[src/rtl/cc_level_pkg.sv]
// Shared types and the default Frogger level table for the level sequencer.
package cc_level_pkg;

  typedef enum logic [1:0] {IDLE, RUN, DONE} lvlState_t;

  localparam int TBL_LEVELS = 3;
  localparam int TBL_ROWS   = 13;
  localparam int TBL_DW     = 8;

  typedef logic [TBL_DW-1:0] tblWord_t;

  // One word per screen row, bottom row first.
  localparam tblWord_t LEVEL_TABLE [TBL_LEVELS][TBL_ROWS] = '{
    '{8'h10, 8'h90, 8'h40, 8'hC0, 8'hD0, 8'h20, 8'hA0, 8'h30, 8'hB0, 8'h50, 8'h60, 8'h70, 8'h80},
    '{8'hD0, 8'hD0, 8'h60, 8'h11, 8'h22, 8'h33, 8'h44, 8'h55, 8'h66, 8'h77, 8'h88, 8'h99, 8'hAA},
    '{8'h50, 8'h90, 8'h01, 8'h02, 8'h03, 8'h04, 8'h05, 8'h06, 8'h07, 8'h08, 8'h09, 8'h0A, 8'h0B}
  };

endpackage

[src/rtl/cc_level_rom.sv]
// Combinational {level,row} -> row word lookup; out-of-range addresses read as zero.
module cc_level_rom
  import cc_level_pkg::*;
#(
  parameter int DATAWIDTH      = 8,
  parameter int NUM_LEVELS     = 3,
  parameter int ROWS_PER_LEVEL = 13,
  parameter int LEVEL_W        = 2,
  parameter int ROW_W          = 4
) (
  input  logic [LEVEL_W-1:0]   level,
  input  logic [ROW_W-1:0]     row,
  output logic [DATAWIDTH-1:0] data
);

  always_comb begin
    data = '0;
    if (32'(level) < NUM_LEVELS && 32'(row) < ROWS_PER_LEVEL &&
        32'(level) < TBL_LEVELS && 32'(row) < TBL_ROWS)
      data = DATAWIDTH'(LEVEL_TABLE[level][row]);
  end

endmodule

[src/rtl/cc_level_sequencer.sv]
// Streams one level-table row per Tick and tracks level progress/advance/wrap.
// Optional CC_LEVEL_SEQUENCER_LOOP_EN: rows repeat in RUN, LevelDone pulses, DONE unused.
module cc_level_sequencer
  import cc_level_pkg::*;
#(
  parameter int DATAWIDTH      = 8,
  parameter int NUM_LEVELS     = 3,
  parameter int ROWS_PER_LEVEL = 13,
  localparam int LEVEL_W       = $clog2(NUM_LEVELS),
  localparam int ROW_W         = $clog2(ROWS_PER_LEVEL + 1)
) (
  input  logic                 CC_LEVEL_SEQUENCER_CLOCK_50,
  input  logic                 CC_LEVEL_SEQUENCER_RESET_InHigh,
  input  logic                 CC_LEVEL_SEQUENCER_Start_In,
  input  logic [LEVEL_W-1:0]   CC_LEVEL_SEQUENCER_LevelSel_InBus,
  input  logic                 CC_LEVEL_SEQUENCER_Tick_In,
  input  logic                 CC_LEVEL_SEQUENCER_NextLevel_In,
  input  logic                 CC_LEVEL_SEQUENCER_Abort_In,
  output logic [DATAWIDTH-1:0] CC_LEVEL_SEQUENCER_LevelData_OutBus,
  output logic                 CC_LEVEL_SEQUENCER_DataValid_Out,
  output logic [ROW_W-1:0]     CC_LEVEL_SEQUENCER_Progress_OutBus,
  output logic [LEVEL_W-1:0]   CC_LEVEL_SEQUENCER_CurrentLvl_OutBus,
  output logic                 CC_LEVEL_SEQUENCER_LevelDone_Out,
  output logic                 CC_LEVEL_SEQUENCER_Busy_Out,
  output logic                 CC_LEVEL_SEQUENCER_Wrap_Out
);

  lvlState_t             state, stateNext;
  logic [LEVEL_W-1:0]    level, levelNext;
  logic [ROW_W-1:0]      progress, progressNext, progressInc;
  logic [DATAWIDTH-1:0]  rowData, dataP1, dataNext;
  logic                  vldP1, vldNext;
  logic                  wrapP1, wrapNext;
  logic                  lastRow, lastLevel;
`ifdef CC_LEVEL_SEQUENCER_LOOP_EN
  logic                  donePulse, donePulseNext;
`endif

  cc_level_rom #(
    .DATAWIDTH      (DATAWIDTH),
    .NUM_LEVELS     (NUM_LEVELS),
    .ROWS_PER_LEVEL (ROWS_PER_LEVEL),
    .LEVEL_W        (LEVEL_W),
    .ROW_W          (ROW_W)
  ) uRom (
    .level (level),
    .row   (progress),
    .data  (rowData)
  );

  assign progressInc = progress + ROW_W'(1);
  assign lastRow     = (progressInc == ROW_W'(ROWS_PER_LEVEL));
  assign lastLevel   = (level == LEVEL_W'(NUM_LEVELS - 1));

  always_comb begin
    stateNext    = state;
    levelNext    = level;
    progressNext = progress;
    dataNext     = dataP1;
    vldNext      = 1'b0;
    wrapNext     = 1'b0;
`ifdef CC_LEVEL_SEQUENCER_LOOP_EN
    donePulseNext = 1'b0;
`endif
    if (CC_LEVEL_SEQUENCER_Abort_In) begin
      stateNext    = IDLE;
      levelNext    = '0;
      progressNext = '0;
      dataNext     = '0;
    end else begin
      unique case (state)
        IDLE: begin
          if (CC_LEVEL_SEQUENCER_Start_In) begin
            stateNext    = RUN;
            levelNext    = (32'(CC_LEVEL_SEQUENCER_LevelSel_InBus) >= NUM_LEVELS)
                           ? '0 : CC_LEVEL_SEQUENCER_LevelSel_InBus;
            progressNext = '0;
          end
        end
        RUN: begin
`ifdef CC_LEVEL_SEQUENCER_LOOP_EN
          if (CC_LEVEL_SEQUENCER_NextLevel_In) begin
            progressNext = '0;
            levelNext    = lastLevel ? '0 : level + LEVEL_W'(1);
            wrapNext     = lastLevel;
          end else if (CC_LEVEL_SEQUENCER_Tick_In) begin
            dataNext      = rowData;
            vldNext       = 1'b1;
            progressNext  = lastRow ? '0 : progressInc;
            donePulseNext = lastRow;
          end
`else
          if (CC_LEVEL_SEQUENCER_Tick_In) begin
            dataNext     = rowData;
            vldNext      = 1'b1;
            progressNext = progressInc;
            if (lastRow)
              stateNext = DONE;
          end
`endif
        end
        DONE: begin
          // NextLevel wins over a coincident Tick; the Tick is simply dropped.
          if (CC_LEVEL_SEQUENCER_NextLevel_In) begin
            stateNext    = RUN;
            progressNext = '0;
            levelNext    = lastLevel ? '0 : level + LEVEL_W'(1);
            wrapNext     = lastLevel;
          end
        end
        default: stateNext = IDLE;
      endcase
    end
  end

  // Registered outputs: one cycle after the sampled Tick/Start/NextLevel.
  always_ff @(posedge CC_LEVEL_SEQUENCER_CLOCK_50) begin
    if (CC_LEVEL_SEQUENCER_RESET_InHigh) begin
      state     <= IDLE;
      level     <= '0;
      progress  <= '0;
      dataP1    <= '0;
      vldP1     <= 1'b0;
      wrapP1    <= 1'b0;
`ifdef CC_LEVEL_SEQUENCER_LOOP_EN
      donePulse <= 1'b0;
`endif
    end else begin
      state     <= stateNext;
      level     <= levelNext;
      progress  <= progressNext;
      dataP1    <= dataNext;
      vldP1     <= vldNext;
      wrapP1    <= wrapNext;
`ifdef CC_LEVEL_SEQUENCER_LOOP_EN
      donePulse <= donePulseNext;
`endif
    end
  end

  assign CC_LEVEL_SEQUENCER_LevelData_OutBus  = dataP1;
  assign CC_LEVEL_SEQUENCER_DataValid_Out     = vldP1;
  assign CC_LEVEL_SEQUENCER_Progress_OutBus   = progress;
  assign CC_LEVEL_SEQUENCER_CurrentLvl_OutBus = level;
  assign CC_LEVEL_SEQUENCER_Busy_Out          = (state == RUN);
  assign CC_LEVEL_SEQUENCER_Wrap_Out          = wrapP1;
`ifdef CC_LEVEL_SEQUENCER_LOOP_EN
  assign CC_LEVEL_SEQUENCER_LevelDone_Out     = donePulse;
`else
  assign CC_LEVEL_SEQUENCER_LevelDone_Out     = (state == DONE);
`endif

endmodule

[config.mk]
export PLATFORM = sky130hd
export DESIGN_NAME = cc_level_sequencer
export DESIGN_NICKNAME = d
export VERILOG_FILES = /design/src/rtl/cc_level_pkg.sv /design/src/rtl/cc_level_rom.sv /design/src/rtl/cc_level_sequencer.sv
export SDC_FILE = /design/constraint.sdc
export NUM_CORES = 1
export LEC_CHECK = 0
export ABC_CLOCK_PERIOD_IN_PS = 4900
export BUFFER_PORTS_ARGS = -buffer_cell sky130_fd_sc_hd__buf_4
export CORE_MARGIN = 2
export CORE_UTILIZATION = 48
export DETAILED_ROUTE_END_ITERATION = 7
export PLACE_DENSITY = 0.7
export SKIP_LAST_GASP = 1
export SYNTH_ARGS = -nofsm -noshare
export SYNTH_HDL_FRONTEND = slang
export SYNTH_HIERARCHICAL = 1
export SYNTH_SLANG_ARGS = --single-unit
[constraint.sdc]
create_clock -name CC_LEVEL_SEQUENCER_CLOCK_50 -period 4.9 [get_ports CC_LEVEL_SEQUENCER_CLOCK_50]
set_clock_uncertainty 0.15 [all_clocks]
set_input_delay 0.98 -clock CC_LEVEL_SEQUENCER_CLOCK_50 [delete_from_list [all_inputs] [get_ports CC_LEVEL_SEQUENCER_CLOCK_50]]
set_output_delay 0.98 -clock CC_LEVEL_SEQUENCER_CLOCK_50 [all_outputs]
set_load 0.02 [all_outputs]
==> results of run 1 <==
[per-stage QoR]
stage | worst slack (ns) | cell area [um^2] | total power [mW]
after floorplan | 2.905 | 1496 | 0.1842
after detailed placement | 2.565 | 1642 | 0.1968
after CTS | 2.212 | 1678 | 0.2902
final | 2.196 | 1678 | 0.2893
after global placement | 2.611 | 1642 | 0.1948
after global routing | 2.094 | 1678 | 0.3008
[cell usage after synthesis, drive strengths merged, types with 2 or more instances]
library cell / n
a211oi: 4
a21boi: 2
a21oi: 20
a31oi: 4
and2b: 2
and3b: 4
buf: 8
clkbuf: 4
dfxtp: 18
ha: 7
inv: 7
mux2i: 2
nand2: 30
nand2b: 12
nand3: 3
nand3b: 3
nor2: 9
nor2b: 5
nor3: 3
nor3b: 2
nor4: 3
o21ai: 10
o22ai: 3
[sequential cells by signal (all words and copies together) (netlist names)]
register and cells:
CC_LEVEL_SEQUENCER_LevelData_OutBus 8, CC_LEVEL_SEQUENCER_Progress_OutBus 4, CC_LEVEL_SEQUENCER_CurrentLvl_OutBus 2, state 2, CC_LEVEL_SEQUENCER_DataValid_Out 1, CC_LEVEL_SEQUENCER_Wrap_Out 1
[area by class of cell]
| class | count | area (um^2) |
|---|---|---|
| clock buffers | 4 | 36.28 |
| fillers | 294 | 1325 |
| inverters | 7 | 26.28 |
| multi-input cells | 152 | 1026 |
| flip-flops and latches | 18 | 360.3 |
| well taps | 33 | 41.29 |
| repair buffers | 25 | 187.7 |
[worst min-delay path by stage]
stage / startpoint / endpoint / slack (ns) / cells after the start
floorplan: CC_LEVEL_SEQUENCER_LevelData_OutBus[0] / CC_LEVEL_SEQUENCER_LevelData_OutBus[0] / 0.38 / 2
global placement: CC_LEVEL_SEQUENCER_LevelData_OutBus[5] / CC_LEVEL_SEQUENCER_LevelData_OutBus[5] / 0.30 / 2
detailed placement: CC_LEVEL_SEQUENCER_LevelData_OutBus[7] / CC_LEVEL_SEQUENCER_LevelData_OutBus[7] / 0.30 / 2
CTS: CC_LEVEL_SEQUENCER_LevelData_OutBus[7] / CC_LEVEL_SEQUENCER_LevelData_OutBus[7] / 0.32 / 2
global route: CC_LEVEL_SEQUENCER_LevelData_OutBus[0] / CC_LEVEL_SEQUENCER_LevelData_OutBus[0] / 0.33 / 2
finish: CC_LEVEL_SEQUENCER_LevelData_OutBus[7] / CC_LEVEL_SEQUENCER_LevelData_OutBus[7] / 0.31 / 2
[kinds of logic after synthesis]
logic type	Yosys count
buffers and inverters	19
adder cells (fa/ha/maj)	7
AO/OA/AOI/OAI	59
flip-flops	18
multiplexers	3
AND/OR/NAND/NOR	83
[report_power, final]
| part | switching, mW | internal (mW) |
|---|---|---|
| registers | 0.00478 | 0.148 |
| clock network | 0.0499 | 0.0453 |
| logic | 0.0233 | 0.0183 |
| total | 0.0780 | 0.211 |
[per-layer routing]
metal  part of all wire [%]  wire, um
met2                     48      1738
met4                    2.6        92
met5                      0         0
met1                     46      1660
met3                    3.1       111
==> out/qor.yml, run 1 <==
ir_drop_v: 0.0001532
hold_buffers: 0
fmax_ghz: 0.3698
critPathKind: "reg -> out"
grt_overflow: 0
synthToLayoutAreaGrowth_pct: 12.12
slowest_stage: "dfxtp_1"
r2r_start: "CC_LEVEL_SEQUENCER_CurrentLvl_OutBus[1]"
power_density_nw_per_um2: 172.4
power.leakage_nw: 0.6324
cp_data_arrival_time_ns: 1.57
dr.pass1.iters: 5
startpoint: "CC_LEVEL_SEQUENCER_Progress_OutBus[1]"
worstPathRequired_ns: 3.77
finalCritPeriodShare_pct: 55.19
reg2reg_slack_ns: 2.61
die_area_um2: 3580
synth_area_um2: 1496
hold_viol: 0
start_util_pct: 49.83
insertion_delay_ns: 0.30
grt_use_total_pct: 21.68
grt_busiest_layer: "met2"
synth_compound_area_share_pct: 28.09
synthTopCellsByArea: "dfxtp_1 24%, nand2_1 7.5%, a21oi_1 6.7%"
clock_sinks: 18
nets: 222
grt_util_met2_pct: 35.09
synth_top_family_by_area: "simple AND/OR/NAND/NOR gates"
fp.dieW_um: 59.84
synth_seq_cells: 18
hpwl_um: 2542
crit_cells: 1
outcome: "complete, no violations"
rsz0062_at_grt: "no"
setup_viol: 0
ys_warn_count: 6
cp_cell_sequence: "buf_4"
ant_nets: 0
dieHeight_um: 59.84
grt_max_degree: 30
clk_pin_slew_ns: 0.11
crit_end: "CC_LEVEL_SEQUENCER_Progress_OutBus[1]"
num_rows: 20
antenna_found_initial: 0
dp.cells: 235
fin_util_pct: 55.88
tritoncts: "done"
drt-total-wl_um: 3603
stdcell_count: 239
critPathMaxFanout: 29
use_met3_pct: 1.948
setup.worst_path.start_class: "register"
synth_top_cell_by_area: "dfxtp_1"
whs_ns: 0.3123
globalplace.congestion: 0.8402
rr_worst_depth: 8
max_cap_violations: 0
seq_area_frac_synth_pct: 24.08
relSlewSlack_pct: 34.15
synthAdderAreaFrac_pct: 5.853
syn_nets: 204
ys_types: 57
io_buffers: 25
async_reset_ff_share_pct: 0
core_um2: 3003
synth-simple-area-share_pct: 32.53
synthCells: 189
wl_per_cell_um: 15.08
met1_usage_pct: 29.27
worst_r2r_endpoint: "CC_LEVEL_SEQUENCER_LevelData_OutBus[4]"
layout_common_cells: "30 x nand2_1, 25 x buf_4, 20 x a21oi_1"
viasPerCell: 6.218
cts_root_buffer: "clkbuf_4"
antenna_cells: 0
ios: 26
h-tree-depth: 1
max_stage_delay_ns: 0.99
layout_commonest_cell: "nand2_1"
final_max_slew_viol_count: 0
drc: 0
synth_xor_area_share_pct: 0
drt_iter0_drc: 96
synth_top_area_share_pct: 24.08
hold_class: "reg -> reg"
timing.critical_path.buf_inv: 1
grt_pass1_wl_um: 6085
numCtsBuffers: 3
grt_pass1_vias: 1349
muxShareOfSynthArea_pct: 2.090
vias: 1486
drive_above_1_share_pct: 20.87
avgSynthCellArea_um2: 7.918
postCtsSetupBuffers: 0
finalCriticalPeriod_ns: 2.704
post_cts_resized: 0
clk_path_buf_depth: 2
cp_top_family: "flip-flops"
yosys_most_used_dff: "dfxtp_1"
tightest_slew_ns: 0.9863
tns_ns: 0
critPathCaptureType: "output port"
synth_edf_count: 0
Note: power is estimated with default switching activity, not from simulation.
==> run 2, diff against run 1 <==
--- a/config.mk
+++ b/config.mk
@@ -5,12 +5,13 @@
 export SDC_FILE = /design/constraint.sdc
 export NUM_CORES = 1
 export LEC_CHECK = 0
-export ABC_CLOCK_PERIOD_IN_PS = 4900
+export ABC_AREA = 1
+export ABC_CLOCK_PERIOD_IN_PS = 2600
 export BUFFER_PORTS_ARGS = -buffer_cell sky130_fd_sc_hd__buf_4
 export CORE_MARGIN = 2
 export CORE_UTILIZATION = 48
 export DETAILED_ROUTE_END_ITERATION = 7
-export PLACE_DENSITY = 0.7
+export PLACE_DENSITY = 0.71
 export SKIP_LAST_GASP = 1
 export SYNTH_ARGS = -nofsm -noshare
 export SYNTH_HDL_FRONTEND = slang
==> constraint.sdc (replaced) <==
create_clock -name CC_LEVEL_SEQUENCER_CLOCK_50 -period 2.6 [get_ports CC_LEVEL_SEQUENCER_CLOCK_50]
set_clock_uncertainty 0.15 [all_clocks]
set_input_delay 0.52 -clock CC_LEVEL_SEQUENCER_CLOCK_50 [delete_from_list [all_inputs] [get_ports CC_LEVEL_SEQUENCER_CLOCK_50]]
set_output_delay 0.52 -clock CC_LEVEL_SEQUENCER_CLOCK_50 [all_outputs]
set_load 0.02 [all_outputs]
==> out/qor.yml, run 2 <==
antenna_found_initial: 0  # unchanged
synth_top_area_share_pct: 25.95  # +1.9 points
r2r_start: "CC_LEVEL_SEQUENCER_CurrentLvl_OutBus[1]"
cp_top_family: "flip-flops"
startpoint: "CC_LEVEL_SEQUENCER_CurrentLvl_OutBus[1]"
clock_sinks: 18  # unchanged
whs_ns: 0.3183  # +0.005987 ns
ys_warn_count: 6  # unchanged
fmax_ghz: 0.5152
start_util_pct: 50.36  # +0.53 points
rsz0062_at_grt: "no"
viasPerCell: 5.177  # -17%
ios: 26  # unchanged
postCtsSetupBuffers: 0  # unchanged
globalplace.congestion: 0.9076  # +8.0%
grt_use_total_pct: 21.87  # +0.19 points
worstPathRequired_ns: 2.67  # -1.10 ns
placed_area_um2: 1573  # -4.2%
p_seq_share_pct: 49.6  # -3.1 points
area.sequential_um2: 360.3  # unchanged
cp_cell_sequence: "inv_1 > ha_1 > nand3_1 > nand2_1 > nand3_1 > a21oi_1 > nand3_1 > a21oi_1"
tns_ns: 0  # unchanged
p_int_mw: 0.4089  # +93%
setup_viol: 0  # unchanged
vias: 1491  # +0.34%
final_area_um2: 1609  # -4.1%
antenna_cells: 0  # unchanged
drt_iter0_drc: 107  # +11%
power.leakage_nw: 0.7861  # +24%
tritoncts: "done"
pwr-share-comb_pct: 20.4  # +6.0 points
syn_nets: 248  # +22%
clkPwrFrac_pct: 30.0  # -2.9 points
io_buffers: 25  # unchanged
timing.critical_path.buf_inv: 1  # unchanged
post_cts_resized: 0  # unchanged
hold_class: "reg -> reg"
holdPathStages: 2  # unchanged
worst_r2r_endpoint: "CC_LEVEL_SEQUENCER_LevelData_OutBus[3]"
numCtsBuffers: 3  # unchanged
synth_common_cells: "71 x nand2_1, 32 x nand3_1, 23 x inv_1, 22 x nor2_1, 20 x a21oi_1"
async_reset_ff_share_pct: 0  # unchanged
critPathMaxFanout: 9  # -69%
wl_per_cell_um: 11.34  # -25%
multi_input_area_um2: 852.1  # -17%
ys_types: 24  # -58%
fill_cells: 273  # -7.1%
grt_overflow: 0  # unchanged
finalCritPeriodShare_pct: 74.66
grt_pass1_vias: 1376  # +2.0%
cts_root_buffer: "clkbuf_4"
hpwl_um: 2499  # -1.7%
rr_worst_depth: 8  # unchanged
synth_area_um2: 1389  # -7.2%
relSlewSlack_pct: 66.78  # +33 points
core_um2: 2758  # -8.2%
slowest_stage: "dfxtp_1"
reg2reg_slack_ns: 0.66  # -1.95 ns
critPathCaptureType: "register"
num_rows: 19  # -5.0%
nets: 273  # +23%
ir_drop_v: 0.0002429  # +59%
critPathKind: "reg -> reg"
dieHeight_um: 57.79  # -3.4%
crit_end: "CC_LEVEL_SEQUENCER_LevelData_OutBus[3]"
drc: 0  # unchanged
max_stage_delay_ns: 0.50  # -0.49 ns
die_area_um2: 3340  # -6.7%
grt_pass1_wl_um: 5837  # -4.1%
fp.dieW_um: 57.79  # -3.4%
synthTopCellsByArea: "dfxtp_1 26%, nand2_1 19%, nand3_1 12%"
yosys_most_used_dff: "dfxtp_1"
seq_area_frac_synth_pct: 25.95  # +1.9 points
insertion_delay_ns: 0.29  # about the same
cp_data_arrival_time_ns: 2.02  # +0.45 ns
hold_viol: 0  # unchanged
stdcell_count: 288  # +21%
synthCells: 233  # +23%
power_density_nw_per_um2: 362.9  # +110%
drt-total-wl_um: 3265  # -9.4%
clk_path_buf_depth: 2  # unchanged
tightest_slew_ns: 0.4976  # -0.4887 ns
largest_reg_flops: 8  # unchanged
hold_buffers: 0  # unchanged
swShare_pct: 29.97  # +3.0 points
critPathMostFrequentCell: "nand3_1"
layout_common_cells: "71 x nand2_1, 32 x nand3_1, 27 x buf_4"
finalCriticalPeriod_ns: 1.941
max_cap_violations: 0  # unchanged
synth.most_common_cell: "nand2_1"
avgSynthCellArea_um2: 5.961  # -25%
crit_cells: 8  # +7
setup.worst_path.start_class: "register"
synth_top_cell_by_area: "dfxtp_1"
final_max_slew_viol_count: 0  # unchanged
h-tree-depth: 1  # unchanged
synthToLayoutAreaGrowth_pct: 15.86
outcome: "complete, no violations"
clk_pin_slew_ns: 0.11  # about the same
synth_seq_cells: 18  # unchanged
ant_nets: 0  # unchanged
dp.cells: 284  # +21%
dr.pass1.iters: 4  # -1
p_switching_mw: 0.1750  # +120%
layout_commonest_cell: "nand2_1"
drive_above_1_share_pct: 18.29  # -2.6 points
synth_edf_count: 0  # unchanged
grt_max_degree: 18  # -40%
[run 2: logic make-up (layout without fill, tap and decap cells)]
| kind of cell | Yosys count | after routing | synth area share (%) |
|---|---|---|---|
| and+or+nand+nor | 140 | 140 | 43.78 |
| AOI/OAI and AO/OA | 30 | 30 | 11.26 |
| buffers and inverters | 38 | 62 | 12.70 |
| adders and majority gates | 7 | 7 | 6.306 |
| DFF | 18 | 18 | 25.95 |
[run 2: through the flow]
stage / setup slack, ns / util [%] / total power [mW]
2_1_floorplan: 0.7751 / - / 0.3834
3_3_place_gp: 0.7184 / 57.03 / 0.4140
3_5_place_dp: 0.6983 / 57.03 / 0.4145
4_1_cts: 0.6758 / 58.35 / 0.5901
5_1_grt: 0.4615 / 58.35 / 0.6192
6_report: 0.6588 / 58.35 / 0.5839
[run 2: final cells by class]
cell class | instances | area share (%)
inverters | 31 | 7.387
repair buffers | 27 | 12.60
flip-flops and latches | 18 | 22.40
multi-input cells | 177 | 52.95
well taps | 31 | 2.411
clock buffers | 4 | 2.255
[run 2: tightest hold or removal path, cell delays in order, from the launching register on]
cell and delay (ns):
dfxtp_1 0.32, nand2_1 0.06, a21oi_1 0.05
[run 2: how the worst min path moves through the flow]
| stage | start | to | slack (ns) |
|---|---|---|---|
| detailed placement | CC_LEVEL_SEQUENCER_LevelData_OutBus[6] | CC_LEVEL_SEQUENCER_LevelData_OutBus[6] | 0.31 |
| CTS | CC_LEVEL_SEQUENCER_LevelData_OutBus[6] | CC_LEVEL_SEQUENCER_LevelData_OutBus[6] | 0.32 |
| global placement | CC_LEVEL_SEQUENCER_LevelData_OutBus[3] | CC_LEVEL_SEQUENCER_LevelData_OutBus[3] | 0.30 |
| finish | CC_LEVEL_SEQUENCER_LevelData_OutBus[0] | CC_LEVEL_SEQUENCER_LevelData_OutBus[0] | 0.32 |
| floorplan | state[0] | state[0] | 0.35 |
| global route | CC_LEVEL_SEQUENCER_NextLevel_In | CC_LEVEL_SEQUENCER_Wrap_Out | 0.35 |
[run 2: power groups by stage]
stage	clock (mW)	combinational, mW	sequential (mW)
detailed placement	0	0.119	0.296
CTS	0.182	0.119	0.290
finish	0.175	0.119	0.290
floorplan	0	0.0862	0.297
global placement	0	0.118	0.296
global route	0.192	0.136	0.291
[run 2: layer usage]
| layer | track usage, % | part of all wire (%) |
|---|---|---|
| met1 | 30.79 | 51 |
| met5 | 0 | 0 |
| met2 | 34.09 | 43 |
| met4 | 8.306 | 1.4 |
| met3 | 2.902 | 4.3 |
